===== src/rtl/brick_fusion_seq.sv =====
// Serial bit-brick multiplier. It splits the N-bit operands (N = 2, 4 or 8) into
// 2-bit slices. Each RUN cycle multiplies one a-slice by one b-slice as a 2x2
// brick, and shift-accumulates the brick product into a 16-bit accumulator.
// Ports:
//   clk, rst              clock, synchronous active-high reset
//   in_valid / in_ready   operand handshake (a, b, sel, prec)
//   a, b                  8-bit operands, only the low N bits are used
//   sel                   00 signed, 01 unsigned, 10 a signed / b unsigned, 11 = 01
//   prec                  00 N=2, 01 N=4, 10 N=8, 11 = 10
//   out_valid / out_ready product handshake
//   p                     16-bit extended product, zero outside DONE
module brick_fusion_seq (
  input  logic        clk,
  input  logic        rst,
  input  logic        in_valid,
  output logic        in_ready,
  input  logic [7:0]  a,
  input  logic [7:0]  b,
  input  logic [1:0]  sel,
  input  logic [1:0]  prec,
  output logic        out_valid,
  input  logic        out_ready,
  output logic [15:0] p
);

  localparam int unsigned OP_W  = 8;
  localparam int unsigned ACC_W = 16;

  typedef enum logic [1:0] {IDLE, RUN, DONE} state_t;

  state_t            state;
  logic [OP_W-1:0]   a_q;
  logic [OP_W-1:0]   b_q;
  logic              a_signed;
  logic              b_signed;
  logic [1:0]        last_idx;   // index of the top slice: 0, 1 or 3
  logic [1:0]        i_cnt;      // a slice (inner loop)
  logic [1:0]        j_cnt;      // b slice (outer loop)
  logic [ACC_W-1:0]  acc;

  logic [1:0]        slice_a_c;
  logic [1:0]        slice_b_c;
  logic              top_a_c;
  logic              top_b_c;
  logic signed [2:0] ext_a_c;
  logic signed [2:0] ext_b_c;
  logic signed [5:0] prod_c;
  logic [3:0]        brick_c;
  logic [ACC_W-1:0]  partial_c;
  logic [3:0]        shamt_c;
  logic [ACC_W-1:0]  acc_next_c;
  logic              last_brick_c;

  // One brick. Only the top slice of a signed operand is signed. A brick is
  // signed when either slice is signed, so its product is sign-extended then.
  always_comb begin
    slice_a_c    = 2'(a_q >> {i_cnt, 1'b0});
    slice_b_c    = 2'(b_q >> {j_cnt, 1'b0});
    top_a_c      = a_signed && (i_cnt == last_idx);
    top_b_c      = b_signed && (j_cnt == last_idx);
    ext_a_c      = top_a_c ? {slice_a_c[1], slice_a_c} : {1'b0, slice_a_c};
    ext_b_c      = top_b_c ? {slice_b_c[1], slice_b_c} : {1'b0, slice_b_c};
    prod_c       = 6'(ext_a_c) * 6'(ext_b_c);
    brick_c      = prod_c[3:0];
    partial_c    = (top_a_c || top_b_c) ? {{12{brick_c[3]}}, brick_c}
                                        : {12'b0, brick_c};
    shamt_c      = {3'(i_cnt) + 3'(j_cnt), 1'b0};
    acc_next_c   = acc + (partial_c << shamt_c);
    last_brick_c = (i_cnt == last_idx) && (j_cnt == last_idx);
  end

  // Control FSM and datapath registers. All outputs are registered.
  always_ff @(posedge clk) begin
    if (rst) begin
      state     <= IDLE;
      a_q       <= '0;
      b_q       <= '0;
      a_signed  <= 1'b0;
      b_signed  <= 1'b0;
      last_idx  <= '0;
      i_cnt     <= '0;
      j_cnt     <= '0;
      acc       <= '0;
      in_ready  <= 1'b1;
      out_valid <= 1'b0;
      p         <= '0;
    end else begin
      case (state)
        IDLE: begin
          if (in_valid) begin
            a_q      <= a;
            b_q      <= b;
            a_signed <= (sel == 2'b00) || (sel == 2'b10);
            b_signed <= (sel == 2'b00);
            last_idx <= (prec == 2'b00) ? 2'd0 : (prec == 2'b01) ? 2'd1 : 2'd3;
            i_cnt    <= '0;
            j_cnt    <= '0;
            acc      <= '0;
            in_ready <= 1'b0;
            state    <= RUN;
          end
        end
        RUN: begin
          acc <= acc_next_c;
          if (last_brick_c) begin
            state     <= DONE;
            out_valid <= 1'b1;
            p         <= acc_next_c;
          end else if (i_cnt == last_idx) begin
            i_cnt <= '0;
            j_cnt <= j_cnt + 2'd1;
          end else begin
            i_cnt <= i_cnt + 2'd1;
          end
        end
        DONE: begin
          if (out_ready) begin
            state     <= IDLE;
            out_valid <= 1'b0;
            in_ready  <= 1'b1;
            p         <= '0;
          end
        end
        default: begin
          state     <= IDLE;
          in_ready  <= 1'b1;
          out_valid <= 1'b0;
          p         <= '0;
        end
      endcase
    end
  end

endmodule


===== config.mk =====
export PLATFORM = sky130hd
export DESIGN_NAME = brick_fusion_seq
export DESIGN_NICKNAME = d
export VERILOG_FILES = /design/src/rtl/brick_fusion_seq.sv
export SDC_FILE = /design/constraint.sdc
export NUM_CORES = 1
export LEC_CHECK = 0
export CORE_MARGIN = 2
export CORE_UTILIZATION = 50
export CTS_CLUSTER_DIAMETER = 80
export CTS_CLUSTER_SIZE = 30
export DETAILED_ROUTE_END_ITERATION = 10
export HOLD_SLACK_MARGIN = 0.02
export PLACE_DENSITY = 0.73
export REMOVE_ABC_BUFFERS = 1
export SLEW_MARGIN = 20
export SYNTH_ARGS = -nofsm -noshare
export SYNTH_HDL_FRONTEND = slang
export SYNTH_SLANG_ARGS = --single-unit

===== constraint.sdc =====
create_clock -name clk -period 15.1 [get_ports clk]
set_input_delay 4.53 -clock clk [delete_from_list [all_inputs] [get_ports clk]]
set_output_delay 4.53 -clock clk [all_outputs]
set_load 0.01 [all_outputs]

## Word level (Yosys, flattened, before mapping)

Index checks and enable logic that the tools add are counted.

| word-level totals | value |
|---|---|
| input port bits | 24 |
| bits in writable memories | 0 |
| latch bits | 0 |
| memory bits (read-only) | 0 |
| output and inout bits | 18 |
| register bits | 60 |
| logic and storage cells | 76 |
| memories kept | 0 |

| cells by class | value |
|---|---|
| muxes and demuxes | 27 |
| reductions and logical operators | 16 |
| shifts and indexed selects | 3 |
| add/subtract/negate cells | 4 |
| multiply operators | 1 |
| div/mod/pow operators | 0 |
| equal/unequal tests | 11 |
| bitwise operators | 2 |
| $lt $le $gt $ge | 0 |

Operators by type and width:

| kind | count |
|---|---|
| two-way mux 16 bit | 4 |
| one-hot mux 16 bit (3 select lines) | 1 |
| one-hot mux 16 bit (2 select lines) | 1 |
| two-way mux 2 bit | 10 |
| adder 16 bit | 1 |
| << shifter 16 x 4 -> 16 bit | 1 |
| right shift 8 x 3 -> 2 bit | 2 |
| AND reduction 3 bit | 4 |
| != test 2 bit (second input constant) | 5 |
| one-hot mux 2 bit (2 select lines) | 2 |
| zero test 2 bit | 3 |
| two-way mux 3 bit | 2 |
| one-hot mux 1 bit (3 select lines) | 2 |
| one-hot mux 2 bit (3 select lines) | 1 |
| adder 2 x 1 -> 2 bit (second input constant) | 2 |
| equality test 2 x 1 -> 1 bit (second input constant) | 2 |
| equality test 2 bit | 2 |
| equality test 2 bit (second input constant) | 2 |
| multiplier 3 x 3 -> 4 bit | 1 |
| two-way mux 1 bit | 4 |
| AND reduction 2 bit | 2 |
| AND reduction 4 bit | 1 |
| adder 2 x 2 -> 3 bit | 1 |
| logical AND 1 bit | 3 |
| other kinds (3) | 5 |

## Depth between registers and ports, before layout

| logic depth | value |
|---|---|
| depth in word-level cells | 9 |
| mapped depth | 21 |
| mapped depth without buffers | 20 |

## Least setup slack after synthesis

Ideal clock, no wire load.

| path | value |
|---|---|
| path kind | input port to flip-flop |
| start | in in_valid |
| end | reg j_cnt[0] |
| arrival | 5.675 ns |
| slack | 9.360 ns |
| library setup time | 0.065 ns |
| cell stages on the path | 6 |
| required time | 15.035 ns |
| buffers on the path | 0 |
| cell sequence | nor3b_1 a21oi_1 nor2_1 nand2_1 mux2_2 nor2_1 |

| on the way | value |
|---|---|
| word-level cells in the longest chain between the ends | 2 |

RTL lines:

| what | RTL line | RTL |
|---|---|---|
| from (decl) | 15 | `input logic in_valid,` |
| != test 2 bit (no line) | n/a |  |
| AND reduction 4 bit (no line) | n/a |  |
| to (signal assigned) | 111 | `j_cnt <= j_cnt + 2'd1;` |
| to (decl) | 38 | `logic [1:0] j_cnt;` |

No other way between the ends.
A chain may end at the register's enable or synchronous reset.

## Final worst setup path

Same ends and word-level chain as after synthesis.

==> results list <==
* Result of the run: completed
* Endpoint of the worst hold-timing path: a_q[4]
- Final hold violation count: 0
* Worst-path fanout max: 23
- Counting flops and latches in the post-synthesis netlist gives 60.
* Total clock sinks: 60
- Detailed-route wire length per cell: 13.63 microns
* Total of cells resized after clock tree synthesis: 0
- The tool flagged a number of max-cap violations equal to 0.
* Max transition margin: 0.4506
* Vias in the first global route: 2815
* Leftover overflow at the end of global routing: 0
* Clk Tree Root Cell: sky130_fd_sc_hd__clkbuf_8
- For this design the top-level I/O count stands at 42.
- WP data required: 15.38 ns
- Including well taps, the total number of placed cells is 523.
* Global-route wire length before repair: 12800 microns
- For this run, design rule violations remaining after detail routing come to 0.
* Post-detail-place hpwl: 5168 microns
- Quantity of I/O buffers inserted on ports: 41
- Hold-critical path depth: 2
- Once detail routing completed, the nets flagged for antenna violations numbered 0.
- Core Box Area: 6719 sq um
- P_leak: 1.635 nW
- The library cell used most frequently in the layout, excluding fill and tap cells, is sky130_fd_sc_hd__nand2_1.
* Maximum VDD drop: 59.52 uV
* Mean instance size in the synthesized netlist: 8.176 sq um
* Worst setup margin: 9.044 ns
- Number of vias per cell: 5.505
- Maximum level of the CTS H-tree: 3
- Shortest clock period the worst path allows after layout: 6.056 ns
- Top achievable clock speed: 165.1 MHz
* Final Slew Violations: 0
- The die is 86.78 microns tall.
* Critical register-to-register path endpoint: acc[15]
* Dominant register cell in the synthesized netlist: sky130_fd_sc_hd__dfxtp_1
* Source of the worst register-to-register timing path: i_cnt[0]
- Of the cells placed in the final design, the portion with a size suffix greater than 1 is 0.07407.
- Crit end category: register
- Setup violations remaining at the end of the flow were counted as 0.
- For the final routed database, the setup TNS stands at 0 ns.
- For this run, the number of Yosys warnings is 0.
- Measured slew at the worst slew-check pin: 0.8216 ns
- Layout Utilization: 0.6095
- In the final design database the tool counted 500 nets.
- Yosys mapped the design onto 53 distinct sky130hd cell types.
- Post-synthesis cell area: 3426 sq um
- The min-delay analysis places its worst path in the category register to register.
* Setup repair after global routing missed its margin: no
- The die covers 7530 sq um.
* Origin of the worst min-delay path: a_q[4]
- Buffers added to address setup during post-CTS repair amount to 0.
* Worst setup slack before clock tree synthesis: 8.699 ns
- The synthesized design contains 0 enable-type register cells.
* Instance area at placement: 3879 sq um
* Number of instances in the synthesized netlist: 419
- Crit Path Class: input pin to register
- Number of iterations in the first detailed-routing pass: 4
- Of the available clock period, the critical path in the final layout requires 0.4011.
- For this run, the total global-route usage over all layers was measured as 0.2129.
- Clock insertion delay at the later pin of the skew report: 0.34 ns
- Number of buffers created by CTS: 9
- In this run, post-CTS hold repair placed 0 buffers.
* DR vias: 2967
- Power density over the cells: 97.77 nW/um^2
* Design Area, Final: 4095 sq um
* Async SR Flop Fraction: 0
* Number of antenna violations at the first check in global routing: 0
* Bufs on Longest Clock Path: 2
- For this configuration, the core starts out at a cell density of 0.5099.
- Largest net degree at the start of global routing: 59
* Commonest non-fill, non-tap cells in the layout: sky130_fd_sc_hd__nand2_1, sky130_fd_sc_hd__dfxtp_1, sky130_fd_sc_hd__a21oi_1, sky130_fd_sc_hd__clkdlybuf4s50_1, sky130_fd_sc_hd__nor2_1
- Register area share after synthesis: 0.3506
- Number of antenna repair diodes: 0
- From synthesis to final layout, the design area changed by 19.54%.
- Worst-case clock skew: 0.007408 ns
* DRC marker count from the first detailed-route iteration: 196
- STA classifies the critical path startpoint as an input pin.
- The finished layout holds 539 standard cells, fillers aside.
- The completed layout was analyzed and its total power is 400.4 uW.
* CTS tree: yes
* Post-CTS clock slew at the launch and capture registers of the worst setup and hold paths: 0.07 ns
- Across all hold checks on the routed design, the worst slack comes to 0.4522 ns.
* Die span in x: 86.78 microns
- The setup check on the worst reg-to-reg path leaves a slack of 9.11 ns.
- Data on the critical path arrives at its endpoint at 6.33 ns.
* Total wirelength of the detailed-routed design: 7344 microns
* FP Rows: 30
* RePlAce Congestion: 0.8483
- Cell depth of the worst flop-to-flop path: 19
==> worst max path at each step <==
stage	from	to	slack [ns]	cells past startpoint
4_1_cts	in_valid	j_cnt[0]	9.04	8
3_5_place_dp	in_valid	j_cnt[1]	8.70	9
2_1_floorplan	in_valid	j_cnt[0]	8.26	6
3_3_place_gp	in_valid	j_cnt[0]	8.78	8
5_1_grt	i_cnt[0]	acc[15]	8.74	19
6_report	in_valid	j_cnt[0]	9.04	8
==> synthesized netlist by cell type (3+ instances only) <==
master	count	area, sq um
sky130_fd_sc_hd__clkbuf_1	17	63.81
sky130_fd_sc_hd__a21oi_1	52	260.3
sky130_fd_sc_hd__a21o_1	7	52.55
sky130_fd_sc_hd__mux4_2	3	67.56
sky130_fd_sc_hd__and3_1	3	18.77
sky130_fd_sc_hd__nor3_1	18	90.09
sky130_fd_sc_hd__nand3_1	11	55.05
sky130_fd_sc_hd__nor2b_1	6	37.54
sky130_fd_sc_hd__dfxtp_1	60	1201
sky130_fd_sc_hd__nor2_1	38	142.6
sky130_fd_sc_hd__o21a_1	7	52.55
sky130_fd_sc_hd__xnor2_1	14	122.6
sky130_fd_sc_hd__and2_1	3	18.77
sky130_fd_sc_hd__o22ai_1	3	18.77
sky130_fd_sc_hd__a22o_1	5	43.79
sky130_fd_sc_hd__inv_1	8	30.03
sky130_fd_sc_hd__nand2b_1	5	31.28
sky130_fd_sc_hd__o21ai_0	14	70.07
sky130_fd_sc_hd__o21bai_1	3	22.52
sky130_fd_sc_hd__fa_1	4	80.08
sky130_fd_sc_hd__or3_1	4	25.02
sky130_fd_sc_hd__a22oi_1	10	75.07
sky130_fd_sc_hd__nand2_1	65	244.0
sky130_fd_sc_hd__xor2_1	6	52.55
sky130_fd_sc_hd__ha_1	18	225.2
==> final cells by class <==
cell class / count / area, sq um
fillers: 619 / 2624
multi-input cells: 330 / 2112
flip-flops and latches: 60 / 1201
repair buffers: 45 / 435.4
clock buffers: 11 / 141.4
well taps: 80 / 100.1
clock inverters: 5 / 75.07
inverters: 8 / 30.03
==> logic make-up (layout without fill, tap and decap cells) <==
logic type      Yosys count  count (layout)  share of synthesized area
simple gates            167             167                     0.2257
fa+ha+maj                22              22                    0.08912
compound gates          115             115                     0.2115
buf+inv                  29              69                    0.03433
mux                       5               5                    0.03068
xor+xnor                 21              21                    0.05807
flops                    60              60                     0.3506
==> per-layer routing <==
layer / vias up / part of all wire / global-route usage
met3: 14 / 0.039 / 0.03810
li1: 1555 / - / -
met5: - / 0 / 0
met1: 1344 / 0.50 / 0.2892
met4: 0 / 0.019 / 0.09375
met2: 54 / 0.44 / 0.3315
==> critical path, cell delays in order <==
cell and delay (ns):
sky130_fd_sc_hd__clkdlybuf4s50_1 0.49, sky130_fd_sc_hd__nor3b_2 0.16, sky130_fd_sc_hd__buf_4 0.27, sky130_fd_sc_hd__a21oi_1 0.13, sky130_fd_sc_hd__nor2_1 0.27, sky130_fd_sc_hd__nand2_1 0.13
sky130_fd_sc_hd__mux2_2 0.27, sky130_fd_sc_hd__nor2_1 0.07
==> state kept, by name (all words and copies together) (netlist names) <==
register   count
b_q            8
a_q            8
b_signed       1
acc           16
last_idx       2
a_signed       1
p             16
in_ready       1
j_cnt          2
out_valid      1
state          2
i_cnt          2
==> where the power goes <==
part	internal, mW	switching (mW)
Combinational	0.0265	0.0422
Sequential	0.165	0.00697
Clock	0.0966	0.0628
Total	0.288	0.112
(Power assumes the default switching activity.)
